**src/rtl/exec_wb_ctrl.sv**
```systemverilog
// rtl/exec_wb_ctrl.sv - four-phase read/execute/writeback controller for a 16-entry register file
module exec_wb_ctrl #(
    parameter int N = 16
) (
    input  logic            clk,
    input  logic            rst,
    input  logic            in_valid,
    output logic            in_ready,
    input  logic [2:0]      in_op,
    input  logic [3:0]      in_rd,
    input  logic [3:0]      in_ra,
    input  logic [3:0]      in_rb,
    input  logic [16*N-1:0] rf_bus,
    output logic            w,
    output logic [3:0]      select_register,
    output logic [N-1:0]    s,
    output logic            done,
    output logic            zero,
    output logic            carry
);

    typedef enum logic [1:0] {IDLE, READ, EXEC, WB} state_t;

    state_t        state, state_nxt;
    logic [2:0]    op_q;
    logic [3:0]    rd_q, ra_q, rb_q;
    logic [N-1:0]  a_q, b_q;
    logic [N-1:0]  alu_res;
    logic          alu_c;
    logic [N:0]    sum;

    always_ff @(posedge clk or posedge rst) begin
        if (rst) state <= IDLE;
        else     state <= state_nxt;
    end

    always_comb begin
        state_nxt = state;
        in_ready  = 1'b0;
        w         = 1'b0;
        done      = 1'b0;
        case (state)
            IDLE: begin
                in_ready = 1'b1;
                if (in_valid) state_nxt = READ;
            end
            READ: state_nxt = EXEC;
            EXEC: state_nxt = WB;
            WB: begin
                w         = 1'b1;
                done      = 1'b1;
                state_nxt = IDLE;
            end
            default: state_nxt = IDLE;
        endcase
    end

    // SUB borrow falls out of the extra top bit of the widened difference
    always_comb begin
        sum     = '0;
        alu_res = '0;
        alu_c   = 1'b0;
        case (op_q)
            3'b000: begin
                sum     = {1'b0, a_q} + {1'b0, b_q};
                alu_res = sum[N-1:0];
                alu_c   = sum[N];
            end
            3'b001: begin
                sum     = {1'b0, a_q} - {1'b0, b_q};
                alu_res = sum[N-1:0];
                alu_c   = sum[N];
            end
            3'b010: alu_res = a_q & b_q;
            3'b011: alu_res = a_q | b_q;
            3'b100: alu_res = a_q ^ b_q;
            3'b101: begin
                alu_res = {a_q[N-2:0], 1'b0};
                alu_c   = a_q[N-1];
            end
            3'b110: begin
                alu_res = {1'b0, a_q[N-1:1]};
                alu_c   = a_q[0];
            end
            default: alu_res = a_q;
        endcase
    end

    // s doubles as the result register; it and select_register hold between writes
    always_ff @(posedge clk or posedge rst) begin
        if (rst) begin
            op_q            <= '0;
            rd_q            <= '0;
            ra_q            <= '0;
            rb_q            <= '0;
            a_q             <= '0;
            b_q             <= '0;
            s               <= '0;
            select_register <= '0;
            zero            <= 1'b0;
            carry           <= 1'b0;
        end else begin
            if (state == IDLE && in_valid) begin
                op_q <= in_op;
                rd_q <= in_rd;
                ra_q <= in_ra;
                rb_q <= in_rb;
            end
            if (state == READ) begin
                a_q <= rf_bus[int'(ra_q)*N +: N];
                b_q <= rf_bus[int'(rb_q)*N +: N];
            end
            if (state == EXEC) begin
                s               <= alu_res;
                select_register <= rd_q;
                zero            <= (alu_res == '0);
                carry           <= alu_c;
            end
        end
    end

endmodule

```
**config.mk**
```make
export PLATFORM = sky130hd
export DESIGN_NAME = exec_wb_ctrl
export DESIGN_NICKNAME = d
export VERILOG_FILES = /design/src/rtl/exec_wb_ctrl.sv
export SDC_FILE = /design/constraint.sdc
export NUM_CORES = 1
export LEC_CHECK = 0
export ABC_AREA = 1
export CORE_MARGIN = 2
export CORE_UTILIZATION = 40
export DETAILED_ROUTE_END_ITERATION = 10
export PLACE_DENSITY = 0.67
export SYNTH_ARGS = -nofsm -noshare
export SYNTH_HDL_FRONTEND = slang
export SYNTH_SLANG_ARGS = --single-unit
```
**constraint.sdc**
```tcl
create_clock -name clk -period 4.5 [get_ports clk]
set_input_delay 1.35 -clock clk [delete_from_list [all_inputs] [get_ports clk]]
set_output_delay 1.35 -clock clk [all_outputs]
set_load 0.02 [all_outputs]
```
==> tab_implementation.tex <==
\begin{tabular}{lr}
\hline
Metric & Value \\
\hline
\multicolumn{2}{l}{\textbf{Outcome}} \\
Run status & completed \\
\multicolumn{2}{l}{\textbf{Synthesis}} \\
Share of synthesized area occupied by flip-flops and latches & 0.179 \\
Syn\_area\_per\_cell & 5.84 um\^{}2 \\
Synth Net Count & 2035 \\
Share of cell area taken by muxes after synthesis & 0.00453 \\
Synth async-reset ratio & 1.00 \\
Total number of yosys warnings & 0 \\
Adder-Cell Fraction of Synth Area & 0.0719 \\
Commonest register cell after synthesis & sky130\_fd\_sc\_hd\_\_dfrtp\_1 \\
Count of distinct cell types in the synthesized netlist & 39 \\
Synthesis-stage register bit count & 71 \\
Xor/xnor share of the synthesized area & 0 \\
Post-synthesis instance area & 9950 um\^{}2 \\
Combinational family with the most area after synthesis & simple AND/OR/NAND/NOR gates \\
Synth Area in Simple Gates & 0.322 \\
Share of the synthesized area in compound gates (AO/OA/AOI/OAI) & 0.316 \\
Number of cells produced by synthesis & 1705 \\
Number of synthesized flops with an enable pin & 0 \\
\multicolumn{2}{l}{\textbf{Route}} \\
Drt first pass iters & 6 \\
Total wire length after detailed routing & 48.2 mm \\
Antenna-violating nets left & 0 \\
Number of remaining DRC errors & 0 \\
Routed length per instance & approximately 22 um \\
Count of routing violations after the opening detailed-route iteration & 1877 \\
Via-to-Cell Ratio & approximately 6.1 \\
DR vias & about 14000 \\
\multicolumn{2}{l}{\textbf{Floorplanning}} \\
Chip Height & 162 um \\
Count of boundary I/O pins & 299 \\
Die ar. & roughly 26000 um\^{}2 \\
Horizontal die dimension & 162 um \\
Area of the placeable core & 24400 um\^{}2 \\
Starting density of the core & 0.408 \\
Row count & 57 \\
\multicolumn{2}{l}{\textbf{Critical path}} \\
Largest incremental delay on the critical path & $\sim$0.9 ns \\
Crit path DAT & between 3 and 4 ns \\
Worst Path Required & $\sim$4.7 ns \\
Count of buffer and inverter cells on the critical path & 1 \\
Most prevalent standard cell on the critical path & sky130\_fd\_sc\_hd\_\_o21ai\_0 \\
Ordered cell list for the critical path & clkinv\_2 -> o21ai\_0 -> o22ai\_1 -> o21ai\_0 -> a31oi\_1 \\
Maximum net fanout on the critical path & 75 \\
Family with the most delay on the worst path & compound AO/OA/AOI/OAI gates \\
Setup crit start kind & flop \\
Crit path kind & flop to flop \\
Critical-path top delay cell & sky130\_fd\_sc\_hd\_\_dfrtp\_4 \\
Critical path endpoint category & flop \\
\multicolumn{2}{l}{\textbf{Timing}} \\
Slew Limit Headroom & 0.181 \\
Max frequency & between 200 and 300 MHz \\
Post-route fraction of the period consumed by the critical path & 0.768 \\
Total Negative Setup Slacks & 0 ns \\
Slew Viols, Final & 0 \\
Worst Tran Pin Value & 1.23 ns \\
Final Hold Vio Count & 0 \\
Final-report setup violation count & 0 \\
Shortest period the worst path allows & 3.46 ns \\
Worst Skew & around 0.013 ns \\
Hold slack & 0.474 ns \\
Unrepaired setup endpoints after global routing & false \\
Smallest setup slack after layout & between 1 and 1.5 ns \\
\multicolumn{2}{l}{\textbf{Cells and area}} \\
Footprint of the multi-input gates & 7110 um\^{}2 \\
Area growth, synth to finish & 33.2\% \\
Most frequent standard cell in the layout excluding fill and tap cells & sky130\_fd\_sc\_hd\_\_nor2\_1 \\
Register Area & between 1500 and 2000 um\^{}2 \\
Share of layout cells above drive strength 1 & 0.0337 \\
Commonest cells after routing, fill and taps aside & sky130\_fd\_sc\_hd\_\_nor2\_1, sky130\_fd\_sc\_hd\_\_clkdlybuf4s50\_1, sky130\_fd\_sc\_hd\_\_o21ai\_0 \\
Layout filler cell count & 2447 \\
\# nets final & 2225 \\
Layout Utilization & 0.543 \\
\multicolumn{2}{l}{\textbf{Clocking}} \\
Clock latency at the later pin of the worst-skew pair & 0.35 ns \\
Max H-tree Level & 3 \\
Quantity of hold-fixing buffers added after cts & 0 \\
Num CTS Buffers & 9 \\
CTS clk-pin slew, worst paths & 0.07 ns \\
TritonCTS clock tree & built \\
Number of setup buffers added after CTS & 0 \\
Clock root buffer & sky130\_fd\_sc\_hd\_\_clkbuf\_16 \\
Clk buf depth & 2 \\
Quantity of gates resized following cts & 0 \\
CTS sink count & 71 \\
\multicolumn{2}{l}{\textbf{Global route}} \\
Largest net degree at the start of global routing & 90 \\
Gr ovfl total & 0 \\
Initial antenna violation count & 12 \\
GR Util All Layers & 0.362 \\
Vias in the first global route & 12800 \\
Wire length of the first global-routing pass & 74.2 mm \\
\multicolumn{2}{l}{\textbf{Power and ir drop}} \\
Power Total & 0.00976 W \\
Worst-case vdd ir drop & $\sim$0.27 mV \\
Pwr dens & 737 nW/um\^{}2 \\
Cell leakage power & 5.60 nW \\
\multicolumn{2}{l}{\textbf{Flow run}} \\
Maxcap violations & 0 \\
\multicolumn{2}{l}{\textbf{Place}} \\
Quantity of I/O buffers inserted on ports & 298 \\
RD Place Congestion & 0.968 \\
Detail Placement HPWL & 36.6 mm \\
Placement Setup Slack & about 1.2 ns \\
\multicolumn{2}{l}{\textbf{Hold path}} \\
Path category of the worst min-delay check & flop to flop \\
\hline
\end{tabular}
[path summary, 6_finish.rpt]
kind                       slack (ns)                              to                            from  cells after the start
max in group asynchronous        2.31                s[5]$_DFFE_PP0P_                             rst                      3
min in group asynchronous        1.47             ra_q[0]$_DFFE_PP0P_                             rst                      2
max reg2reg                      1.04              a_q[5]$_DFFE_PP0N_             ra_q[0]$_DFFE_PP0P_                      5
max                              1.04              a_q[5]$_DFFE_PP0N_             ra_q[0]$_DFFE_PP0P_                      5
min                              0.47  select_register[1]$_DFFE_PP0P_  select_register[1]$_DFFE_PP0P_                      2
min reg2reg                      0.47  select_register[1]$_DFFE_PP0P_  select_register[1]$_DFFE_PP0P_                      2
[cell usage after synthesis, types with 2 or more instances]
| master | instances | area (um^2) |
|---|---|---|
| sky130_fd_sc_hd__o21ai_1 | 6 | 30.0 |
| sky130_fd_sc_hd__a21oi_1 | 58 | 290 |
| sky130_fd_sc_hd__nand2_2 | 4 | 25.0 |
| sky130_fd_sc_hd__buf_1 | 9 | 33.8 |
| sky130_fd_sc_hd__nor2_2 | 6 | 37.5 |
| sky130_fd_sc_hd__o221ai_1 | 97 | 850 |
| sky130_fd_sc_hd__o22ai_1 | 35 | 219 |
| sky130_fd_sc_hd__o21bai_1 | 3 | 22.5 |
| sky130_fd_sc_hd__inv_2 | 6 | 22.5 |
| sky130_fd_sc_hd__clkbuf_1 | 95 | 357 |
| sky130_fd_sc_hd__a31oi_1 | 32 | 200 |
| sky130_fd_sc_hd__nor2_1 | 357 | 1340 |
| sky130_fd_sc_hd__nand4_1 | 14 | 87.6 |
| sky130_fd_sc_hd__nand3_4 | 2 | 35.0 |
| sky130_fd_sc_hd__fa_1 | 2 | 40.0 |
| sky130_fd_sc_hd__a32o_1 | 5 | 50.1 |
| sky130_fd_sc_hd__ha_1 | 54 | 676 |
| sky130_fd_sc_hd__nor3_1 | 13 | 65.1 |
| sky130_fd_sc_hd__buf_2 | 21 | 105 |
| sky130_fd_sc_hd__dfrtp_1 | 71 | 1780 |
| sky130_fd_sc_hd__buf_4 | 6 | 45.0 |
| sky130_fd_sc_hd__nand2_1 | 256 | 961 |
| sky130_fd_sc_hd__inv_4 | 2 | 12.5 |
| sky130_fd_sc_hd__o21ai_0 | 288 | 1440 |
| sky130_fd_sc_hd__inv_1 | 123 | 462 |
| sky130_fd_sc_hd__mux2_2 | 4 | 45.0 |
| sky130_fd_sc_hd__nand3_1 | 124 | 621 |
[state kept, by name, summed over array words and instances (netlist names)]
name and flops:
a_q 16, b_q 16, carry 1, op_q 3
ra_q 4, rb_q 4, rd_q 4, s 16
select_register 4, state 2, zero 1
[logic make-up (layout without fill, tap and decap cells)]
family	Yosys count	count (layout)
and+or+nand+nor	779	779
buffers and inverters	266	461
muxes	4	4
DFF	71	71
other	0	12
AOI/OAI and AO/OA	529	529
adders and majority gates	56	56
[power by group]
part / total, W / internal [W] / switching, W
Sequential: 0.00152 / 0.000958 / 0.000559
Combinational: 0.00753 / 0.00249 / 0.00505
Clock: 0.000714 / 0.000385 / 0.000329
[worst reg2reg max path, cell delays in order, from the launching register on]
cell and delay (ns):
sky130_fd_sc_hd__dfrtp_4 0.91, sky130_fd_sc_hd__clkinv_2 0.91, sky130_fd_sc_hd__o21ai_0 0.43, sky130_fd_sc_hd__o22ai_1 0.12, sky130_fd_sc_hd__o21ai_0 0.78, sky130_fd_sc_hd__a31oi_1 0.16
[area by class of cell]
class | instances | area share
sequential | 71 | 0.135
antenna | 12 | 0.00227
clock inverter | 7 | 0.00463
clock buffer | 9 | 0.0170
timing repair buffer | 312 | 0.236
inverter | 133 | 0.0386
multi-input combinational | 1368 | 0.536
tap | 324 | 0.0306
[layer usage]
metal	vias up	share of wire	global-route usage	wire length (um)
met5	-	0	0	0
met4	0	0.066	0.205	3170
met3	167	0.11	0.0794	5320
met2	979	0.45	0.586	21800
met1	6310	0.37	0.447	17900
li1	6292	-	-	-
[metrics by stage]
stage | area [um^2] | instances
after global routing | 13200 | 2234
after global placement | 12900 | 2208
after detailed placement | 12900 | 2208
after floorplan | 9950 | 1705
after CTS | 13200 | 2224
final | 13300 | 2236
Note: power is estimated with default switching activity, not from simulation.
